`src/rtl/cpu_pkg.sv`:
```
`default_nettype none
// +----------------------------------------------------------------------------+
// | cpu_pkg : shared encodings and default widths for the data-memory arbiter  |
// | Rev 1.0                                                                    |
// +----------------------------------------------------------------------------+
package cpu_pkg;

  localparam int ADDR_W_DEF = 14;
  localparam int DATA_W_DEF = 32;

  localparam logic [0:0] S_NORM  = 1'b0;
  localparam logic [0:0] S_FORCE = 1'b1;

endpackage
`default_nettype wire

```
`src/rtl/dmem_starve_ctr.sv`:
```
`default_nettype none
// +----------------------------------------------------------------------------+
// | dmem_starve_ctr : DBG starvation counter and one-cycle forced-grant FSM    |
// | Rev 1.0                                                                    |
// +----------------------------------------------------------------------------+
module dmem_starve_ctr
  import cpu_pkg::*;
#(
  parameter int STARVE_MAX = 8
) (
  input  logic clk,
  input  logic rst,
  input  logic dbg_valid,
  input  logic cpu_req,
  input  logic gnt_dbg,
  output logic force_gnt
);

  localparam int                CNT_W   = (STARVE_MAX < 1) ? 1 : $clog2(STARVE_MAX + 1);
  localparam logic [CNT_W-1:0] CNT_MAX = CNT_W'(STARVE_MAX);

  logic [CNT_W-1:0] starve_cnt;
  logic [CNT_W-1:0] starve_cnt_nxt;
  logic [0:0]       state;
  logic [0:0]       state_nxt;

  // The FSM tracks the counter so that S_FORCE coincides exactly with cnt==MAX.
  always_comb begin
    starve_cnt_nxt = starve_cnt;
    if (gnt_dbg || !dbg_valid) begin
      starve_cnt_nxt = '0;
    end else if (cpu_req && (starve_cnt != CNT_MAX)) begin
      starve_cnt_nxt = starve_cnt + CNT_W'(1);
    end
    state_nxt = (starve_cnt_nxt == CNT_MAX) ? S_FORCE : S_NORM;
  end

  always_ff @(posedge clk) begin
    if (rst) begin
      starve_cnt <= '0;
      state      <= S_NORM;
    end else begin
      starve_cnt <= starve_cnt_nxt;
      state      <= state_nxt;
    end
  end

  assign force_gnt = (state == S_FORCE);

endmodule
`default_nettype wire

```
`src/rtl/dmem_arbiter.sv`:
```
`default_nettype none
// +----------------------------------------------------------------------------+
// | dmem_arbiter : CPU-priority data-memory arbiter with DBG anti-starvation   |
// | Optional: DMEM_ARB_PERF_EN adds perf_stall_cnt (CPU stall cycle count)     |
// | Rev 1.0                                                                    |
// +----------------------------------------------------------------------------+
module dmem_arbiter
  import cpu_pkg::*;
#(
  parameter int ADDR_W     = ADDR_W_DEF,
  parameter int DATA_W     = DATA_W_DEF,
  parameter int STARVE_MAX = 8
) (
  input  logic              clk,
  input  logic              rst,
  input  logic              cpu_req,
  input  logic              cpu_we,
  input  logic [ADDR_W-1:0] cpu_addr,
  input  logic [DATA_W-1:0] cpu_wdata,
  output logic [DATA_W-1:0] cpu_rdata,
  output logic              cpu_stall,
  input  logic              dbg_valid,
  input  logic              dbg_we,
  input  logic [ADDR_W-1:0] dbg_addr,
  input  logic [DATA_W-1:0] dbg_wdata,
  output logic              dbg_ready,
  output logic              dbg_rvalid,
  output logic [DATA_W-1:0] dbg_rdata,
  output logic [ADDR_W-1:0] mem_addr,
  output logic [DATA_W-1:0] mem_wdata,
  output logic              mem_we,
  input  logic [DATA_W-1:0] mem_rdata
`ifdef DMEM_ARB_PERF_EN
  ,
  output logic [31:0]       perf_stall_cnt
`endif
);

  logic force_gnt;
  logic gnt_dbg;
  logic gnt_cpu;
  logic rvalid_q;

  dmem_starve_ctr #(
    .STARVE_MAX (STARVE_MAX)
  ) u_starve (
    .clk       (clk),
    .rst       (rst),
    .dbg_valid (dbg_valid),
    .cpu_req   (cpu_req),
    .gnt_dbg   (gnt_dbg),
    .force_gnt (force_gnt)
  );

  assign gnt_dbg   = dbg_valid & (~cpu_req | force_gnt);
  assign gnt_cpu   = cpu_req & ~gnt_dbg;
  assign cpu_stall = cpu_req & gnt_dbg;
  assign dbg_ready = gnt_dbg;
  assign cpu_rdata = mem_rdata;

  // With no grant the CPU address is still presented so its read data stays live.
  assign mem_addr  = gnt_dbg ? dbg_addr  : cpu_addr;
  assign mem_wdata = gnt_dbg ? dbg_wdata : cpu_wdata;
  assign mem_we    = (gnt_cpu & cpu_we) | (gnt_dbg & dbg_we);

  always_ff @(posedge clk) begin
    if (rst) begin
      rvalid_q  <= 1'b0;
      dbg_rdata <= '0;
    end else begin
      rvalid_q <= gnt_dbg & ~dbg_we;
      if (gnt_dbg && !dbg_we) begin
        dbg_rdata <= mem_rdata;
      end
    end
  end

  // A read still in flight when reset arrives is dropped rather than reported.
  assign dbg_rvalid = rvalid_q & ~rst;

`ifdef DMEM_ARB_PERF_EN
  always_ff @(posedge clk) begin
    if (rst) begin
      perf_stall_cnt <= '0;
    end else if (cpu_stall) begin
      perf_stall_cnt <= perf_stall_cnt + 32'd1;
    end
  end
`endif

endmodule
`default_nettype wire
```
`config.mk`:
```
export PLATFORM = sky130hd
export DESIGN_NAME = dmem_arbiter
export DESIGN_NICKNAME = d
export VERILOG_FILES = /design/src/rtl/cpu_pkg.sv /design/src/rtl/dmem_starve_ctr.sv /design/src/rtl/dmem_arbiter.sv
export SDC_FILE = /design/constraint.sdc
export NUM_CORES = 1
export LEC_CHECK = 0
export ABC_CLOCK_PERIOD_IN_PS = 5700
export CORE_MARGIN = 4
export CORE_UTILIZATION = 30
export DETAILED_ROUTE_END_ITERATION = 10
export PLACE_DENSITY = 0.85
export SYNTH_ARGS = -nofsm -noshare
export SYNTH_HDL_FRONTEND = slang
export SYNTH_SLANG_ARGS = --single-unit
```
`constraint.sdc`:
```
create_clock -name clk -period 5.7 [get_ports clk]
set_clock_uncertainty 0.05 [all_clocks]
set_input_delay 1.425 -clock clk [delete_from_list [all_inputs] [get_ports clk]]
set_output_delay 1.425 -clock clk [all_outputs]
set_load 0.03 [all_outputs]
```
### After elaboration in Yosys (flattened, before gate mapping)

Index checks and enable logic that the tools add are counted.

| word-level totals | value |
|---|---|
| register bits | 38 |
| bits in latches | 0 |
| memory bits (writable) | 0 |
| ROM bits | 0 |
| input bits | 130 |
| output and inout bits | 114 |
| logic and storage cells | 30 |
| memories kept | 0 |

| cells by class | value |
|---|---|
| add/subtract/negate cells | 1 |
| $mul | 0 |
| div/mod/pow operators | 0 |
| order comparisons | 0 |
| equality and inequality tests | 2 |
| shifts and indexed selects | 0 |
| multiplexer cells | 5 |
| bitwise gates (word level) | 13 |
| reduce and logical (&&, ||, !) cells | 5 |

Operators by type and width:

| operator | number |
|---|---|
| $mux W32 | 1 |
| $mux W14 | 1 |
| $mux W4 | 2 |
| $and A1 B1 Y1 | 7 |
| $add A4 B1 Y4 const B | 1 |
| $eq A4 B4 Y1 const B | 1 |
| $ne A4 B4 Y1 const B | 1 |
| $not A1 Y1 | 4 |
| $logic_and A1 B1 Y1 | 2 |
| $logic_not A1 Y1 | 2 |
| $or A1 B1 Y1 | 2 |
| $logic_or A1 B1 Y1 | 1 |
| $mux W1 | 1 |

### Logic depth before layout (Yosys ltp)

Gate-level depths: netlist of the first run.

| depth | value |
|---|---|
| depth in word-level cells | 7 |
| mapped depth | 8 |

### Cells and area by module

A second synthesis of the first run with hierarchy kept.

| unflattened totals | value |
|---|---|
| cells, all modules | 271 |
| area, all modules | 2512.4 µm² |

Modules (own cells, without submodules):

| module | instances | cells each | area each (µm²) | seq. area each (µm²) |
|---|---|---|---|---|
| dmem_arbiter | 1 | 240 | 2235.9 | 660.6 |
| dmem_starve_ctr | 1 | 31 | 276.5 | 100.1 |

### Worst setup path before layout of the first run

No wires, ideal clock.

| path | value |
|---|---|
| path kind | in2out |
| from | input port cpu_req |
| to | output port mem_wdata[23] |
| data arrival time | 2674 ps |
| data required time | 4225 ps |
| setup slack | 1551 ps |
| stages on the path | 7 |
| path through | buf_4 -> nand2b_1 -> buf_2 -> nand2_2 -> inv_2 -> buf_2 -> mux2_1 |

| between the ends | value |
|---|---|
| cells in the longest elaborated chain, start to end | 4 |

RTL lines:

| what | RTL line | RTL |
|---|---|---|
| start, declared | dmem_arbiter.sv:16 | `input logic cpu_req,` |
| $not A1 Y1 | dmem_arbiter.sv:55 | `assign gnt_dbg = dbg_valid & (~cpu_req \| force_gnt);` |
| $or A1 B1 Y1 | dmem_arbiter.sv:55 |  |
| $and A1 B1 Y1 | dmem_arbiter.sv:55 |  |
| net dbg_ready | dmem_arbiter.sv:26 | `output logic dbg_ready,` |
| $mux W32 | dmem_arbiter.sv:63 | `assign mem_wdata = gnt_dbg ? dbg_wdata : cpu_wdata;` |
| end, declared | dmem_arbiter.sv:30 | `output logic [DATA_W-1:0] mem_wdata,` |

The timed path passes the listed nets, and every way through them passes these cells.

### Final worst setup path of the first run

| path | value |
|---|---|
| from | input port cpu_req |
| to | output port mem_addr[2] |

| between the ends | value |
|---|---|
| cells in the longest elaborated chain, start to end | 4 |

RTL lines:

| what | RTL line | RTL |
|---|---|---|
| $not A1 Y1 | dmem_arbiter.sv:55 |  |
| $or A1 B1 Y1 | dmem_arbiter.sv:55 |  |
| $and A1 B1 Y1 | dmem_arbiter.sv:55 |  |
| $mux W14 | dmem_arbiter.sv:62 | `assign mem_addr = gnt_dbg ? dbg_addr : cpu_addr;` |
| end, declared | dmem_arbiter.sv:29 | `output logic [ADDR_W-1:0] mem_addr,` |

No other way between the ends.

==> flow_summary.json, run 1 <==
{
  "outcome": "finished, final reports clean",
  "drive_gt1_share_pct": 14.38,
  "gp_congestion": 0.8060,
  "synthTopCellsByArea": "dfxtp_1 (29%), mux2_4 (11%), mux2_1 (11%), nand4b_1 (11%), buf_4 (9.3%)",
  "min_path_cells": 2,
  "endpoint_kind": "primary output",
  "tritoncts": "yes",
  "die-area_um2": 10470,
  "cts.htree.levels": 2,
  "syn_inst": 281,
  "tightestPinTransition_ns": 1.261,
  "yosysWarnings": 0,
  "cp_max_fo": 26,
  "fin_crit_ns": 5.185,
  "syn-num-nets": 413,
  "design.core.area_um2": 8678,
  "drt_first_pass_iters": 4,
  "clk_path_buf_depth": 2,
  "fin_nets": 605,
  "hp-class": "register to register",
  "r2r_start": "u_starve.force_gnt$_SDFF_PP0_",
  "synth_seq_cells": 38,
  "grt_setup_unrepaired": "false",
  "yosysSeqAreaShare_pct": 28.50,
  "drt-total-wl_um": 10470,
  "arrival_ns": 3.71,
  "cts_buffers": 5,
  "io_buffers": 243,
  "cellLeakagePower_nw": 1.815,
  "synth_top_area_share_pct": 28.50,
  "synth.distinct_cells": 33,
  "grt_pass1_vias": 2898,
  "n_fill_cell": 774,
  "post-route-drc-count": 0,
  "power_density_nw_per_um2": 177.5,
  "io_pins": 244,
  "ant_nets": 0,
  "fmax_mhz": 192.8,
  "path_clk_slew_ns": 0.07,
  "power_mw": 0.8746,
  "place_ws_ns": 0.5252,
  "setup.worst_path.class": "primary input to primary output",
  "die_w_um": 102.3,
  "final_cell_mix": "clkdlybuf4s50_1 (214), dfxtp_1 (38), a21oi_1 (35)",
  "place_hpwl_um": 8245,
  "grtUsageTotal_pct": 18.33,
  "dpl-instance-area_um2": 4813,
  "min_from": "dbg_rdata[3]$_SDFFE_PP0P_",
  "root_buffer": "clkbuf_8",
  "grt_pass1_wl_um": 15160,
  "design_area_um2": 4926,
  "worst_ep_required_time_ns": 4.22,
  "whs_endpoint": "dbg_rdata[3]$_SDFFE_PP0P_",
  "finish.utilization_pct": 56.76,
  "slew_headroom_pct": 15.55,
  "num_vias": 2891,
  "ir_drop_v": 0.0001223,
  "cts_sinks": 38,
  "cts-resized-gates": 0,
  "worst_setup_path_start_kind": "primary input",
  "mostFrequentLayoutCell": "clkdlybuf4s50_1",
  "setup_viol": 0,
  "grt_max_degree": 66,
  "post_cts_buffers": 0,
  "postSynthAreaPerCell_um2": 9.498,
  "slew_viol_final": 0,
  "antenna_found_initial": 0,
  "fin_ws_ns": 0.5145,
  "hold_viol": 0,
  "drtIter0Drc": 77,
  "ff2ff_path_depth": 4,
  "grt-ovfl-total": 0,
  "r2r_slack_ns": 3.73,
  "fp-row-count": 34,
  "worstSkewPairLatency_ns": 0.28,
  "start_util_pct": 30.75,
  "r2r-end": "dbg_rdata[15]$_SDFFE_PP0P_",
  "routed_via_density": 4.976,
  "antenna_cells": 0,
  "syn-cell-area_um2": 2669,
  "fin_crit_sh_pct": 90.97,
  "fin_setup_tns_ns": 0,
  "dieHeight_um": 102.3,
  "wl_per_cell_um": 18.02,
  "synth_top_area_cell": "dfxtp_1",
  "timing.max_cap.violations": 0,
  "area_growth_pct": 84.58,
  "cts_hold_buf": 0
}
==> final cells by class <==
cell class / count / area, um2 / share of cell area, %
inverter: 5 / 18.77 / 0.3810
clock buffer: 6 / 82.58 / 1.676
multi-input combinational: 174 / 1496 / 30.38
tap: 108 / 135.1 / 2.743
clock inverter: 1 / 30.03 / 0.6096
timing repair buffer: 249 / 2402 / 48.77
sequential: 38 / 760.7 / 15.44
==> registers in the layout, summed over array words and instances, names as in the netlist <==
register and cells:
dbg_rdata 32, u_starve.starve_cnt 4, rvalid_q 1, u_starve.force_gnt 1
==> Yosys cell counts <==
library cell	n
nand2_2	1
or4_4	1
buf_4	33
xor2_1	1
nand4b_1	32
a211o_1	1
nor3_1	1
a21o_2	1
mux2_4	20
o31ai_1	32
a211oi_1	1
buf_6	3
nand2_1	3
nand3b_1	1
a2111oi_2	1
and3b_1	1
buf_2	7
dfxtp_1	38
nor2b_1	2
inv_2	1
clkbuf_1	21
ha_1	2
nand4bb_1	1
o211ai_1	1
nand3_1	3
o21ai_0	2
o21ai_1	1
mux2_1	26
a21oi_1	35
inv_1	4
nand2b_1	1
nor2_1	2
nand4_1	1
==> logic make-up after synthesis <==
| group | synth area share [%] |
|---|---|
| compound gates | 17.91 |
| xor+xnor | 0.3282 |
| fa+ha+maj | 0.9375 |
| buf+inv | 15.52 |
| flops | 28.50 |
| mux | 22.22 |
| simple gates | 14.58 |
==> stage by stage <==
| step | hold slack [ns] | instances |
|---|---|---|
| global route | 0.4387 | 581 |
| finish | 0.4181 | 581 |
| floorplan | 0.4299 | 281 |
| detailed placement | 0.4119 | 574 |
| CTS | 0.4241 | 581 |
| global placement | 0.4044 | 574 |
==> worst max-delay path by stage <==
| stage | from | endpoint | depth (start not counted) |
|---|---|---|---|
| 2_1_floorplan | cpu_req | mem_wdata[23] | 7 |
| 3_3_place_gp | cpu_req | mem_addr[4] | 7 |
| 3_5_place_dp | cpu_req | mem_addr[4] | 7 |
| 4_1_cts | cpu_req | mem_addr[4] | 7 |
| 5_1_grt | cpu_req | mem_addr[4] | 7 |
| 6_report | cpu_req | mem_addr[2] | 7 |
==> where the power goes <==
| group | leakage, nW | internal, mW | switching [mW] | total, mW |
|---|---|---|---|---|
| clock network | 0.0573 | 0.140 | 0.0924 | 0.232 |
| registers | 0.308 | 0.273 | 0.00395 | 0.277 |
| logic | 1.45 | 0.185 | 0.180 | 0.365 |
==> worst max-delay path, cell delays in order <==
cell	delay (ns)
clkdlybuf4s50_1	0.56
nand2b_1	0.18
nand2_2	0.09
inv_2	0.42
buf_4	0.47
mux2_1	0.38
buf_4	0.17
==> per-layer routing <==
metal / track usage (%) / vias up / share of wire (%)
met1: 21.76 / 1370 / 39
li1: - / 1406 / -
met2: 33.33 / 111 / 53
met3: 5.529 / 4 / 7.4
met4: 2.422 / 0 / 0.32
met5: 0 / - / 0
No activity file was read; power rests on OpenSTA's default activity.
==> inputs of run 2 (changes only) <==
CAP_MARGIN = 20   (was not set)
==> run 2 against run 1 <==
Effect of this change: worst hold slack gained 0.0026 ns; largest power group unchanged; critical path depth did not move; combinational power about the same; sequential power is essentially flat; critical endpoint is now mem_addr[4]; total power is 4.1% lower; sequential cell count unchanged.
==> flow_summary.json, run 2 (same netlist as run 1, synthesis figures left out) <==
{
  "slowest_stage": "clkdlybuf4s50_1",
  "largest-register": "dbg_rdata",
  "grt_setup_unrepaired": "false",
  "post_cts_buffers": 0,
  "die-area_um2": 10470,
  "cellLeakagePower_nw": 1.813,
  "grt-ovfl-total": 0,
  "io_pins": 244,
  "grt_max_degree": 66,
  "grtUsageTotal_pct": 18.33,
  "path_clk_slew_ns": 0.07,
  "num_vias": 2897,
  "cts_buffers": 5,
  "min_path_cells": 2,
  "grt_pass1_vias": 2951,
  "antenna_found_initial": 0,
  "clk_path_buf_depth": 2,
  "crit_buf_inv": 4,
  "hold_slack_ns": 0.4208,
  "grt_pass1_wl_um": 15240,
  "fin_nets": 606,
  "gp_congestion": 0.8060,
  "setup.worst_path.class": "primary input to primary output",
  "area_growth_pct": 84.48,
  "cp_num_cells": 7,
  "post-route-drc-count": 0,
  "start_util_pct": 30.75,
  "mostFrequentLayoutCell": "clkdlybuf4s50_1",
  "die_w_um": 102.3,
  "worstSkewPairLatency_ns": 0.28,
  "tightestPinTransition_ns": 1.015,
  "crit_chain": "clkdlybuf4s50_1 > nand2b_1 > nand2_2 > inv_2 > buf_4 > mux2_1 > buf_4",
  "routed_via_density": 4.969,
  "worst_ep_required_time_ns": 4.22,
  "hp-class": "register to register",
  "timing.max_cap.violations": 0,
  "cp_common_cell": "buf_4",
  "cts_hold_buf": 0,
  "finish.utilization_pct": 56.73,
  "ir_drop_v": 0.0001099,
  "cts_sinks": 38,
  "power_density_nw_per_um2": 170.4,
  "cts-resized-gates": 0,
  "drt-total-wl_um": 10540,
  "fin_crit_ns": 5.198,
  "ant_nets": 0,
  "root_buffer": "clkbuf_8",
  "largest_reg_flops": 32,
  "crit_family": "buffers and inverters",
  "hold_viol": 0,
  "arrival_ns": 3.72,
  "endpoint_kind": "primary output",
  "fmax_mhz": 192.4,
  "worst_setup_path_start_kind": "primary input",
  "drt_first_pass_iters": 6,
  "final_cell_mix": "clkdlybuf4s50_1 (214), dfxtp_1 (38), a21oi_1 (35)",
  "place_hpwl_um": 8228,
  "slew_headroom_pct": 32.29,
  "drive_gt1_share_pct": 14.74,
  "top_regs": "dbg_rdata (32), u_starve.starve_cnt (4)",
  "outcome": "finished, final reports clean",
  "drtIter0Drc": 54,
  "design.core.area_um2": 8678,
  "slew_viol_final": 0,
  "n_fill_cell": 788,
  "io_buffers": 243,
  "cp_max_fo": 26,
  "dieHeight_um": 102.3,
  "cp_slowest_stage_delay_ns": 0.56,
  "setup_viol": 0,
  "antenna_cells": 0,
  "tritoncts": "yes",
  "cts.htree.levels": 2,
  "fin_crit_sh_pct": 91.19,
  "wl_per_cell_um": 18.08,
  "ff2ff_path_depth": 5,
  "fp-row-count": 34,
  "fin_setup_tns_ns": 0
}
==> run 2: cell count changes in the layout (fill, tap and decap cells not counted), sizes merged <==
cell,previous run,this run
buf,35,36
bufinv,1,0
clkinv,0,1
clkinvlp,0,1
==> run 2: path summary, 6_finish.rpt <==
check	start	endpoint	slack (ns)
worst max-delay path	cpu_req	mem_addr[4]	0.50
worst min-delay path	dbg_rdata[3]$_SDFFE_PP0P_	dbg_rdata[3]$_SDFFE_PP0P_	0.42
worst max register to register	u_starve.starve_cnt[0]$_SDFF_PP0_	u_starve.force_gnt$_SDFF_PP0_	3.90
worst min register to register	dbg_rdata[3]$_SDFFE_PP0P_	dbg_rdata[3]$_SDFFE_PP0P_	0.42
==> run 2: routing by layer <==
layer	track usage [%]	wire length, um	vias to the layer above
met5	0	0	-
met4	2.624	54	0
met3	5.734	802	6
met2	33.43	5400	107
met1	21.45	4281	1374
li1	-	-	1410
==> run 2: layout make-up <==
class	instances	area [um2]	area share, %
Tap cell	108	135.1	2.745
Clock buffer	6	82.58	1.677
Clock inverter	2	12.51	0.2541
Multi-Input combinational cell	174	1496	30.39
Sequential cell	38	760.7	15.45
Inverter	5	18.77	0.3812
Timing Repair Buffer	250	2417	49.10
==> run 2: power breakdown <==
group / switching, mW / internal, mW
registers: 0.00396 / 0.273
clock network: 0.0979 / 0.0974
logic: 0.181 / 0.186
==> run 2: worst min-delay path: cells and delay by family, from the launching register on <==
| family | cells | cell delay, ns |
|---|---|---|
| AO/OA/AOI/OAI | 2 | 0.12 |
| flip-flops | 1 | 0.31 |
==> run 2: metrics by stage <==
| step | setup WS (ns) | power [mW] | std cells | instance area, um2 |
|---|---|---|---|---|
| 2_1_floorplan | 1.551 | 0.4779 | 281 | 2669 |
| 4_1_cts | 0.5150 | 0.8484 | 583 | 4923 |
| 3_3_place_gp | 0.6137 | 0.6442 | 574 | 4813 |
| 3_5_place_dp | 0.5275 | 0.6499 | 575 | 4828 |
| 5_1_grt | 0.3971 | 0.8752 | 583 | 4923 |
| 6_report | 0.5020 | 0.8391 | 583 | 4923 |
==> inputs of run 3 (changes only) <==
CAP_MARGIN = not set   (was 20)
CELL_PAD_IN_SITES_DETAIL_PLACEMENT = 1   (was not set)
CELL_PAD_IN_SITES_GLOBAL_PLACEMENT = 1   (was not set)
CORE_UTILIZATION = 23   (was 30)
PLACE_DENSITY = 0.94   (was 0.85)
==> run 3 against run 2 <==
Effect of this change: register-to-register slack worse by 0.05 ns; critical path depth stayed put; utilization is 12 points lower.
==> flow_summary.json, run 3 (same netlist as run 1, synthesis figures left out) <==
{
  "fin_nets": 605,
  "cts_sinks": 38,
  "outcome": "finished, final reports clean",
  "grt_max_degree": 65,
  "design.core.area_um2": 11370,
  "drt_first_pass_iters": 4,
  "drt-total-wl_um": 14590,
  "antenna_cells": 0,
  "antenna_found_initial": 1,
  "cp_max_fo": 39,
  "grt_pass1_wl_um": 20570,
  "worst_setup_path_start_kind": "primary input",
  "clkPwrFrac_pct": 29.6,
  "dieHeight_um": 115.7,
  "mostFrequentLayoutCell": "clkdlybuf4s50_1",
  "ant_nets": 0,
  "root_buffer": "clkbuf_16",
  "fmax_mhz": 198.1,
  "post_cts_buffers": 0,
  "hp-class": "register to register",
  "clk_path_buf_depth": 2,
  "cp_common_cell": "buf_4",
  "top_regs": "dbg_rdata (32), u_starve.starve_cnt (4)",
  "fin_setup_tns_ns": 0,
  "largest_reg_flops": 32,
  "endpoint_kind": "primary output",
  "p_sw_mw": 0.3071,
  "fin_crit_ns": 5.049,
  "power.share.switching_pct": 32.52,
  "pwr-share-comb_pct": 41.0,
  "hold_viol": 0,
  "worst_ep_required_time_ns": 4.22,
  "largest-register": "dbg_rdata",
  "setup_viol": 0,
  "grtUsageTotal_pct": 20.40,
  "slowest_stage": "clkdlybuf4s50_1",
  "routed_via_density": 4.976,
  "path_clk_slew_ns": 0.06,
  "fp-row-count": 39,
  "power_density_nw_per_um2": 187.2,
  "num_vias": 3070,
  "wl_per_cell_um": 23.65,
  "io_pins": 244,
  "area_growth_pct": 88.98,
  "post-route-drc-count": 0,
  "fin_crit_sh_pct": 88.58,
  "setup.worst_path.class": "primary input to primary output",
  "cp-startpoint": "cpu_req",
  "cts-resized-gates": 0,
  "cts.htree.levels": 2,
  "cts_hold_buf": 0,
  "cts_buffers": 5,
  "grt_setup_unrepaired": "false",
  "crit_chain": "clkdlybuf4s50_1 > nand2b_1 > nand2_2 > inv_2 > buf_4 > mux2_1 > buf_4",
  "tightestPinTransition_ns": 1.060,
  "power_frac_seq_pct": 29.4,
  "slew_headroom_pct": 29.28,
  "start_util_pct": 23.47,
  "min_from": "dbg_rdata[5]$_SDFFE_PP0P_",
  "hold_slack_ns": 0.4227,
  "place_hpwl_um": 11670,
  "grt-ovfl-total": 0,
  "io_buffers": 243,
  "die_w_um": 115.7,
  "timing.max_cap.violations": 0,
  "slew_viol_final": 0,
  "r2r_start": "u_starve.starve_cnt[0]$_SDFF_PP0_",
  "internal_power_mw": 0.6371,
  "drive_gt1_share_pct": 16.88,
  "finish.utilization_pct": 44.36,
  "worstSkewPairLatency_ns": 0.27,
  "drtIter0Drc": 130,
  "cp_slowest_stage_delay_ns": 0.55,
  "gp_congestion": 0.8420,
  "arrival_ns": 3.57,
  "die-area_um2": 13390,
  "tritoncts": "yes",
  "cellLeakagePower_nw": 1.864,
  "grt_pass1_vias": 3350,
  "final_cell_mix": "clkdlybuf4s50_1 (203), buf_4 (40), dfxtp_1 (38)",
  "ir_drop_v": 0.00009174
}
-- run 3: cell types whose count changed in the layout (fill, tap and decap cells not counted) --
| cell | before | now |
|---|---|---|
| clkdlybuf4s50_1 | 214 | 203 |
| buf_8 | 1 | 0 |
| clkbuf_16 | 0 | 5 |
| clkbuf_8 | 6 | 1 |
| buf_12 | 0 | 5 |
| buf_4 | 34 | 40 |
-- run 3: power by group through the flow --
stage,Sequential [mW],Combinational [mW],Clock [mW]
after floorplan,0.298,0.180,0
after global placement,0.283,0.382,0
after detailed placement,0.284,0.388,0
after CTS,0.278,0.390,0.290
after global routing,0.279,0.403,0.298
final,0.278,0.387,0.279
-- run 3: stage by stage --
stage | cells | area [um2] | worst slack [ns] | total power [mW]
final | 617 | 5044 | 0.6512 | 0.9442
after CTS | 617 | 5044 | 0.6215 | 0.9586
after floorplan | 281 | 2669 | 1.551 | 0.4779
after global placement | 609 | 4892 | 0.7879 | 0.6649
after global routing | 617 | 5044 | 0.5132 | 0.9796
after detailed placement | 609 | 4892 | 0.6325 | 0.6713
-- run 3: area by class of cell --
cell class / instances / area [um2]
sequential: 38 / 760.7
clock buffer: 6 / 138.9
multi-input combinational: 174 / 1496
tap: 143 / 178.9
fill: 1289 / 6326
timing repair buffer: 249 / 2437
clock inverter: 2 / 12.51
inverter: 5 / 18.77
-- run 3: path summary, 6_finish.rpt --
kind                              endpoint  slack [ns]  depth (start not counted)
min reg2reg      dbg_rdata[5]$_SDFFE_PP0P_        0.42                          2
max                           mem_addr[12]        0.65                          7
max reg2reg  u_starve.force_gnt$_SDFF_PP0_        3.85                          5
min              dbg_rdata[5]$_SDFFE_PP0P_        0.42                          2
-- run 3: worst max-delay path: cells and delay by family --
kind / cells / cell delay, ns
and+or+nand+nor: 2 / 0.27
muxes: 1 / 0.40
buffers and inverters: 4 / 1.45
-- run 3: routing by layer --
layer	track usage (%)	routed length [um]	part of all wire [%]	vias up
met5	0	18	0.12	-
met4	10.13	735	5.0	2
met3	6.789	1454	10	26
met2	36.54	7285	50	176
met1	21.36	5098	35	1466
li1	-	-	-	1400
